--- src/rtl/slave_port_arbiter.sv ---
// slave_port_arbiter
//   Per-slave-port arbiter and transaction sequencer for the 2x2 crossbar.
//   Masters that have decoded an access to this slave raise m_req_i; one is
//   granted at a time in round-robin order. The winner's command is latched
//   onto the slave port, and the grant is held until the transaction ends.
//   A write ends on s_ack_i. A read ends on s_resp_i. The ack, resp and rdata
//   signals are returned only to the granted master.
//
//   Optional build macro: ARB_TIMEOUT_EN
//     This macro adds a watchdog that aborts a transaction stuck in ADDR or
//     WAIT_RESP after TIMEOUT_CYCLES cycles. It also adds the err_o port.
//
//   Ports
//     clk_i, rst_n_i        clock, asynchronous active-low reset
//     m_req_i/m_cmd_i       per-master request and command (1=write, 0=read)
//     m_addr_i/m_wdata_i    per-master address / write data, master k at [k*W +: W]
//     m_ack_o/m_resp_o      per-master ack / read-response strobes
//     m_rdata_o             read data returned to the granted master
//     s_req_o..s_wdata_o    latched command presented to the slave
//     s_ack_i/s_resp_i      slave handshake, s_rdata_i read data
//     grant_o               one-hot grant, 0 while idle
//     busy_o                high whenever a transaction is in flight
//     err_o                 (ARB_TIMEOUT_EN only) one-cycle pulse on watchdog abort
//
//   state     | meaning
//   ----------+-----------------------------------------------------------
//   IDLE      | no grant; arbitrate among requesters each cycle
//   ADDR      | command on slave port, waiting for s_ack_i
//   WAIT_RESP | read acked, waiting for s_resp_i (ack from slave masked)

module slave_port_arbiter #(
    parameter int NUM_MASTERS    = 2,
    parameter int ADDR_W         = 31,
    parameter int DATA_W         = 32,
    parameter int TIMEOUT_CYCLES = 256
) (
    input  logic                          clk_i,
    input  logic                          rst_n_i,
    input  logic [NUM_MASTERS-1:0]        m_req_i,
    input  logic [NUM_MASTERS*ADDR_W-1:0] m_addr_i,
    input  logic [NUM_MASTERS-1:0]        m_cmd_i,
    input  logic [NUM_MASTERS*DATA_W-1:0] m_wdata_i,
    output logic [NUM_MASTERS-1:0]        m_ack_o,
    output logic [NUM_MASTERS-1:0]        m_resp_o,
    output logic [DATA_W-1:0]             m_rdata_o,
    output logic                          s_req_o,
    output logic [ADDR_W-1:0]             s_addr_o,
    output logic                          s_cmd_o,
    output logic [DATA_W-1:0]             s_wdata_o,
    input  logic                          s_ack_i,
    input  logic                          s_resp_i,
    input  logic [DATA_W-1:0]             s_rdata_i,
    output logic [NUM_MASTERS-1:0]        grant_o,
`ifdef ARB_TIMEOUT_EN
    output logic                          err_o,
`endif
    output logic                          busy_o
);

    localparam int PW = (NUM_MASTERS > 1) ? $clog2(NUM_MASTERS) : 1;

    if (NUM_MASTERS < 2 || NUM_MASTERS > 8 || TIMEOUT_CYCLES < 1) begin : g_bad_param
        $error("slave_port_arbiter: NUM_MASTERS must be 2..8 and TIMEOUT_CYCLES >= 1");
    end

    typedef enum logic [1:0] {
        ST_IDLE      = 2'd0,
        ST_ADDR      = 2'd1,
        ST_WAIT_RESP = 2'd2
    } state_t;

    state_t                   state_q, state_d;
    logic [NUM_MASTERS-1:0]   grant_q, grant_d;
    logic [PW-1:0]            gidx_q, gidx_d;
    logic [PW-1:0]            ptr_q, ptr_d;
    logic                     s_req_q, s_req_d;
    logic                     s_cmd_q, s_cmd_d;
    logic [ADDR_W-1:0]        s_addr_q, s_addr_d;
    logic [DATA_W-1:0]        s_wdata_q, s_wdata_d;
    logic                     txn_done;

    logic                     win_found;
    logic [PW-1:0]            win_idx;
    logic [NUM_MASTERS-1:0]   win_onehot;
    logic [ADDR_W-1:0]        win_addr;
    logic                     win_cmd;
    logic [DATA_W-1:0]        win_wdata;

`ifdef ARB_TIMEOUT_EN
    localparam int TW = (TIMEOUT_CYCLES > 1) ? $clog2(TIMEOUT_CYCLES) : 1;

    logic [TW-1:0] tmr_q, tmr_d;
    logic          tmo_hit;
    logic          abort;

    // Down-counter reloaded on every state change; terminal count of zero
    // marks the TIMEOUT_CYCLES-th cycle spent in the current busy state.
    assign tmo_hit = (state_q != ST_IDLE) && (tmr_q == '0);

    always_comb begin
        tmr_d = tmr_q;
        if (state_d != state_q || state_q == ST_IDLE) begin
            tmr_d = TW'(TIMEOUT_CYCLES - 1);
        end else begin
            tmr_d = tmr_q - TW'(1);
        end
    end

    always_ff @(posedge clk_i or negedge rst_n_i) begin
        if (!rst_n_i) begin
            tmr_q <= TW'(TIMEOUT_CYCLES - 1);
        end else begin
            tmr_q <= tmr_d;
        end
    end

    assign err_o = abort;
`endif

    // Round-robin search: first requester strictly above the last grant,
    // wrapping around, so the previous winner has the lowest priority.
    always_comb begin
        int cand;
        cand      = 0;
        win_found = 1'b0;
        win_idx   = '0;
        for (int i = 1; i <= NUM_MASTERS; i++) begin
            cand = int'(ptr_q) + i;
            if (cand >= NUM_MASTERS) begin
                cand = cand - NUM_MASTERS;
            end
            if (!win_found && m_req_i[PW'(cand)]) begin
                win_found = 1'b1;
                win_idx   = PW'(cand);
            end
        end
    end

    always_comb begin
        win_onehot = '0;
        win_addr   = '0;
        win_cmd    = 1'b0;
        win_wdata  = '0;
        for (int k = 0; k < NUM_MASTERS; k++) begin
            if (win_idx == PW'(k)) begin
                win_onehot[k] = 1'b1;
                win_addr      = m_addr_i[k*ADDR_W +: ADDR_W];
                win_cmd       = m_cmd_i[k];
                win_wdata     = m_wdata_i[k*DATA_W +: DATA_W];
            end
        end
    end

    always_comb begin
        state_d   = state_q;
        grant_d   = grant_q;
        gidx_d    = gidx_q;
        ptr_d     = ptr_q;
        s_req_d   = s_req_q;
        s_cmd_d   = s_cmd_q;
        s_addr_d  = s_addr_q;
        s_wdata_d = s_wdata_q;
        m_ack_o   = '0;
        m_resp_o  = '0;
        m_rdata_o = '0;
        txn_done  = 1'b0;
`ifdef ARB_TIMEOUT_EN
        abort     = 1'b0;
`endif

        unique case (state_q)
            ST_IDLE: begin
                if (win_found) begin
                    state_d   = ST_ADDR;
                    grant_d   = win_onehot;
                    gidx_d    = win_idx;
                    s_req_d   = 1'b1;
                    s_addr_d  = win_addr;
                    s_cmd_d   = win_cmd;
                    s_wdata_d = win_wdata;
                end
            end

            ST_ADDR: begin
                m_ack_o[gidx_q] = s_ack_i;
                if (s_ack_i) begin
                    if (s_cmd_q) begin
                        txn_done = 1'b1;
                    end else if (s_resp_i) begin
                        // Read completing in the ack cycle: forward both strobes.
                        m_resp_o[gidx_q] = 1'b1;
                        m_rdata_o        = s_rdata_i;
                        txn_done         = 1'b1;
                    end else begin
                        state_d = ST_WAIT_RESP;
                        s_req_d = 1'b0;
                    end
                end
`ifdef ARB_TIMEOUT_EN
                else if (tmo_hit) begin
                    m_ack_o[gidx_q] = 1'b1;
                    abort           = 1'b1;
                    txn_done        = 1'b1;
                end
`endif
            end

            ST_WAIT_RESP: begin
                // The slave keeps ack high through a read, so ack is not forwarded here.
                m_resp_o[gidx_q] = s_resp_i;
                m_rdata_o        = s_rdata_i;
                if (s_resp_i) begin
                    txn_done = 1'b1;
                end
`ifdef ARB_TIMEOUT_EN
                else if (tmo_hit) begin
                    m_resp_o[gidx_q] = 1'b1;
                    m_rdata_o        = {DATA_W/4{4'hE}};
                    abort            = 1'b1;
                    txn_done         = 1'b1;
                end
`endif
            end

            default: begin
                state_d = ST_IDLE;
            end
        endcase

        if (txn_done) begin
            state_d = ST_IDLE;
            grant_d = '0;
            s_req_d = 1'b0;
            ptr_d   = gidx_q;
        end
    end

    always_ff @(posedge clk_i or negedge rst_n_i) begin
        if (!rst_n_i) begin
            state_q   <= ST_IDLE;
            grant_q   <= '0;
            gidx_q    <= '0;
            ptr_q     <= PW'(NUM_MASTERS - 1);
            s_req_q   <= 1'b0;
            s_cmd_q   <= 1'b0;
            s_addr_q  <= '0;
            s_wdata_q <= '0;
        end else begin
            state_q   <= state_d;
            grant_q   <= grant_d;
            gidx_q    <= gidx_d;
            ptr_q     <= ptr_d;
            s_req_q   <= s_req_d;
            s_cmd_q   <= s_cmd_d;
            s_addr_q  <= s_addr_d;
            s_wdata_q <= s_wdata_d;
        end
    end

    assign grant_o   = grant_q;
    assign s_req_o   = s_req_q;
    assign s_addr_o  = s_addr_q;
    assign s_cmd_o   = s_cmd_q;
    assign s_wdata_o = s_wdata_q;
    assign busy_o    = (state_q != ST_IDLE);

endmodule
--- config.mk ---
export PLATFORM = sky130hd
export DESIGN_NAME = slave_port_arbiter
export DESIGN_NICKNAME = d
export VERILOG_FILES = /design/src/rtl/slave_port_arbiter.sv
export SDC_FILE = /design/constraint.sdc
export NUM_CORES = 1
export LEC_CHECK = 0
export CAP_MARGIN = 20
export CORE_MARGIN = 4
export CORE_UTILIZATION = 34
export DETAILED_ROUTE_END_ITERATION = 7
export GPL_ROUTABILITY_DRIVEN = 0
export PLACE_DENSITY = 0.88
export SETUP_SLACK_MARGIN = 0.05
export SLEW_MARGIN = 20
export SYNTH_ARGS = -nofsm -noshare
export SYNTH_HDL_FRONTEND = slang
export SYNTH_SLANG_ARGS = --single-unit
--- constraint.sdc ---
create_clock -name clk_i -period 2 [get_ports clk_i]
set_input_delay 0.2 -clock clk_i [delete_from_list [all_inputs] [get_ports clk_i]]
set_output_delay 0.2 -clock clk_i [all_outputs]
set_load 0.03 [all_outputs]
After elaboration in Yosys (flattened, before gate mapping)
Cells that the tools add are included.
- flip-flop bits (word level): 71
- bits in latches: 0
- RAM bits: 0
- ROM bits: 0
- output and inout bits: 104
- memories kept: 0
- add/sub/neg operators: 4
- multiply operators: 0
- div/mod/pow operators: 0
- magnitude comparators: 6
- eq/ne operators: 7
- shifts and indexed selects: 0
- muxes and demuxes: 45
- bitwise logic cells: 2
- reduce and logical (&&, ||, !) cells: 12
- operators with widths (operator ; number):
    2-to-1 mux 32 bit ; 4
    one-hot mux 32 bit (2 select lines) ; 1
    2-to-1 mux 31 bit ; 1
    2-to-1 mux 2 bit ; 12
    2-to-1 mux 1 bit ; 22
    != test 3 bit (second input constant) ; 4
    AND reduction 5 bit ; 2
    < comparator 1 x 3 -> 1 bit (second input constant) ; 2
    one-hot mux 2 bit (3 select lines) ; 1
    nonzero test 2 bit ; 3
    bitwise AND 2 bit ; 2
    one-hot mux 1 bit (2 select lines) ; 2
    one-hot mux 2 bit (2 select lines) ; 1
    AND reduction 2 bit ; 2
    adder 1 x 2 -> 3 bit (second input constant) ; 1
    greater-or-equal comparator 3 x 2 -> 1 bit (second input constant) ; 1
    nonzero test 3 bit ; 1
    adder 1 x 1 -> 2 bit (second input constant) ; 1
    == test 2 x 1 -> 1 bit (second input constant) ; 1
    == test 2 bit (second input constant) ; 1
    greater-or-equal comparator 2 bit (second input constant) ; 1
    logical AND 1 bit ; 2
    zero test 2 bit ; 1
    < comparator 1 x 2 -> 1 bit (second input constant) ; 1
    5 further kinds ; 6

Logic depth before layout (Yosys ltp)
- word-level depth: 14
- depth in mapped cells: 7

Worst setup path after synthesis
Ideal clock, no wire load.
- kind: register -> output
- start: register state_q[1]
- end: output m_resp_o[1]
- arrival time: 1740 ps
- required time: 1800 ps
- path slack: 60 ps
- stages on the path, launching flop included: 6
- path buffers: 0
- cell sequence: dfrtp_1 -> inv_1 -> ha_1 -> and3b_1 -> nor2_1 -> nor3b_1
- longest elaborated chain between the ends: 2
- elaborated cells between the ends (all ways): 3
- classes of those cells: eq/ne: 2; mux: 1
- RTL lines (element ; line ; text):
    start, declared ; 72 ; state_t state_q, state_d;
    start signal, assigned ; 249 ; state_q <= state_d;
    == test 2 bit or == test 2 x 1 -> 1 bit (tied branches) ; 171 ; unique case (state_q)
    one-hot mux 2 bit (2 select lines) * ; 171 ;
    end, declared ; 44 ; output logic [NUM_MASTERS-1:0] m_resp_o,
Mark *: on every way between the ends. The rest lies on a longest branch, timed or not.

Worst setup path in the final report
- start: register state_q[1]
- end: output m_rdata_o[17]
- longest elaborated chain between the ends: 2
- elaborated cells between the ends (all ways): 3
- classes of those cells: eq/ne: 2; mux: 1
- RTL lines (element ; line ; text):
    == test 2 bit or == test 2 x 1 -> 1 bit (tied branches) ; 171 ;
    one-hot mux 32 bit (2 select lines) * ; 171 ;
    end, declared ; 45 ; output logic [DATA_W-1:0] m_rdata_o,
Marks and branches as above.

==> impl_summary.txt <==
----------------------------------------------------
[Final layout]
  Area added between synthesis and finish ... 93.44%
  Design area ... 0.006932 sq mm
  Non-filler cells in the finished layout ... 778
  Antenna diodes ... 0
  Final nets ... 808
  Layout cells sized above 1 ... 0.1745

[Power and ir drop]
  Combinational share of power ... 0.636
  Flop pwr share ... 0.255
  Leak Pwr ... 0.003059 uW
  Switching part of the total power ... 0.4521
  Part of the power in the clock network ... 0.109
  Switching Power ... 4509 uW
  Power Density ... 1439 mW/mm^2
  Worst voltage drop across the vdd grid ... 0.7023 mV
  Internal cell power ... 5464 uW

[Logic synthesis]
  Syn_area_per_cell ... 9.872 sq um
  Dominant cell by count in the synthesized netlist ... nand2_1
  Prevailing post-synth register cell ... dfrtp_1
  Part of the Yosys area used for sequential elements ... 0.4962
  Cells after synthesis ... 363
  Largest area contributor in the synthesized netlist ... dfrtp_1
  Net count of the mapped netlist ... 534
  Post-synthesis async set-or-reset flop share ... 1.000
  List of most frequent post-synthesis cells ... nand2_1, dfrtp_1, o21ai_0
  Count of synthesis-stage warnings from yosys ... 0
  Cell variety after synth ... 27
  Dominant cells by area after synthesis ... dfrtp_1, mux2i_1, o21ai_0, nand2_1, and2_1
  EDFF count, synth ... 0
  Post-synthesis cell area ... 0.003583 sq mm
  Number of synthesized register bits ... 71
  Post-synth top area share ... 0.4888

[Critical path]
  Capturing element type of the critical path ... output pin
  Cell with the biggest individual delay on the critical path ... dfrtp_1
  Type of the setup path with the least slack ... reg2out
  Worst reg2reg setup slack ... 280 ps
  Number of buffers and inverters on the critical path ... 3
  Arr. time, crit path ... 1920 ps
  Ordered list of cells on the worst path ... inv_2, ha_4, and3b_2, a21oi_2, nor2b_4, buf_6, and2_4, buf_12
  Startpoint type of the worst setup path ... flip-flop
  Crit path max-delay family ... simple AND/OR/NAND/NOR gates
  Biggest cell delay along the critical path ... 400 ps
  Critical R2R Capture ... state_q[0]$_DFFE_PN0P_
  Critical path required time ... 1800 ps
  Maximum net fanout on the critical path ... 7
  Reg2reg start ... state_q[0]$_DFFE_PN0P_
  Count of cells along the worst register-to-register path ... 8

[Global route]
  Pin count of the biggest net entering global routing ... 71
  First-pass GRT wire length ... 20990 microns
  Overall track demand over capacity in global routing ... 0.2122
  Number of global-route vias before repair ... 3977
  Remaining Overflow, GRT ... 0
  Initial antenna violation count ... 0

[Floorplanning]
  Overall die area ... 0.01225 sq mm
  X dimension of the die ... 110.7 microns
  Initial core utilization ... 0.3487
  Die boundary height ... 110.7 microns
  Area of the core ... 0.01028 sq mm
  IO Pins ... 270
  Number of rows created at floorplan ... 37

[Clock tree]
  CTS max path bufs ... 2
  Number of H-tree levels ... 3
  Total clock buffers created by CTS ... 9
  Clock edge transition at the registers on the reported setup and hold paths ... 90 ps
  Clock latency on the worst-skew pair ... 350 ps
  Clock root buffer ... clkbuf_8
  TritonCTS clock tree ... done
  CTS Sinks ... 71

[Detailed routing]
  1st-pass router iterations ... 4
  Number of remaining DRC errors ... 0
  Final wirelength ... 13580 microns
  Average vias per placed instance ... 4.713
  Final ANT Viol Nets ... 0
  DRC violation total after the first TritonRoute iteration ... 122
  Drt wl/cell ... 17.46 microns
  Number of vias after detailed routing ... 3667

[Timing]
  Final setup TNS ... -3108 ps
  RSZ-0062 raised after global routing ... true
  Max Freq ... 472.1 MHz
  Clock Skew ... 11.72 ps
  Period Utilization, post-route ... 1.059
  Number of max-slew violations in the final report ... 0
  Min cycle time layout ... 2118 ps
  Final critical-path setup slack ... -118.3 ps
  Endpoints failing setup ... 32
  Hold violation count in the final report ... 0
  Slew at the pin closest to its max-slew limit ... 504.2 ps
  Max_slew headroom ... 0.6639

[Outcome]
  Result of the run ... complete, but fails checks
  Violations in the final reports ... negative setup slack

[Placement]
  Total cell area at the placement stage ... 0.006414 sq mm
  Count of buffers from port buffering ... 268
  Half-perimeter wire length after detailed placement ... 10030 microns
  Cells after DPL ... 751

[Flow run]
  Max-cap check violation count ... 0

[Min path]
  Class of the tightest hold or removal check ... in2async

----------------------------------------------------
[power by group through the flow]
stage / clock (uW) / sequential (uW) / combinational (uW)
after floorplan: 0 / 3780 / 2150
after global placement: 0 / 2510 / 5790
after detailed placement: 0 / 2550 / 5920
after CTS: 1120 / 2540 / 6300
after global routing: 1200 / 2620 / 6740
final: 1090 / 2540 / 6340
[logic make-up (layout without fill, tap and decap cells)]
family                     count (synthesis)  after routing  share of synthesized area
AOI/OAI and AO/OA                         76             76                     0.1145
adders and majority gates                  5              5                    0.01746
buffers and inverters                     29            308                    0.03526
DFF                                       71             71                     0.4962
muxes                                     66             66                     0.1847
and+or+nand+nor                          116            116                     0.1519
[worst max-delay path by stage]
stage	from	endpoint	slack, ps	cells after the start
final	state_q[1]$_DFFE_PN0P_	m_rdata_o[17]	-120	8
after global routing	state_q[1]$_DFFE_PN0P_	m_rdata_o[17]	-190	8
after CTS	state_q[1]$_DFFE_PN0P_	m_rdata_o[4]	-70	8
after detailed placement	state_q[1]$_DFFE_PN0P_	m_rdata_o[2]	20	8
after global placement	state_q[1]$_DFFE_PN0P_	m_rdata_o[22]	100	8
after floorplan	state_q[1]$_DFFE_PN0P_	m_resp_o[1]	60	5
[layer usage]
layer,global-route usage,up-vias,wire length (microns)
li1,-,1780,-
met1,0.2167,1680,4837
met2,0.3960,181,7243
met3,0.08188,26,1225
met4,0.06650,0,278
met5,0,-,0
[through the flow]
stage | setup WS (ps) | utilization | total power [uW] | hold slack [ps]
final | -118.3 | 0.6745 | 9973 | 435.5
after global routing | -187.0 | 0.6745 | 10560 | 482.0
after CTS | -72.77 | 0.6704 | 9971 | 436.1
after detailed placement | 21.26 | 0.6241 | 8479 | 266.8
after global placement | 103.9 | 0.6241 | 8300 | 245.1
after floorplan | 59.90 | - | 5931 | -95.59
[layout by cell type, fill, tap and decap left out, types with 8 or more instances in the layout]
cell,n
o21ai_0,66
buf_6,34
dfrtp_1,70
nand2_1,70
clkbuf_8,9
buf_12,8
mux2i_1,65
clkdlybuf4s50_1,230
buf_4,11
and2_4,26
[state kept, by name, indices dropped and copies added, names as in the netlist]
name,count
gidx_q,1
grant_o,2
ptr_q,1
s_addr_o,31
s_cmd_o,1
s_req_o,1
s_wdata_o,32
state_q,2
[repair_timing]
action,in CTS,in global routing
hold buffers,1,0
resized for setup,69,11
hold endpoints to repair,70,0
pin swaps,15,3
gates cloned,2,1
setup endpoints to repair,37,35
buffers inserted,6,1
[cell type report]
type / count / area (sq um)
Fill cell: 778 / 3346
Timing Repair Buffer: 288 / 2970
Multi-Input combinational cell: 263 / 1809
Sequential cell: 71 / 1782
Tap cell: 136 / 170.2
Clock buffer: 9 / 123.9
Clock inverter: 7 / 61.31
Inverter: 4 / 15.01
[tightest hold or removal path, stage by stage]
cell and delay [ps]:
dlygate4sd3_1 530, buf_2 120, buf_4 360
No activity file was read; power rests on OpenSTA's default activity.
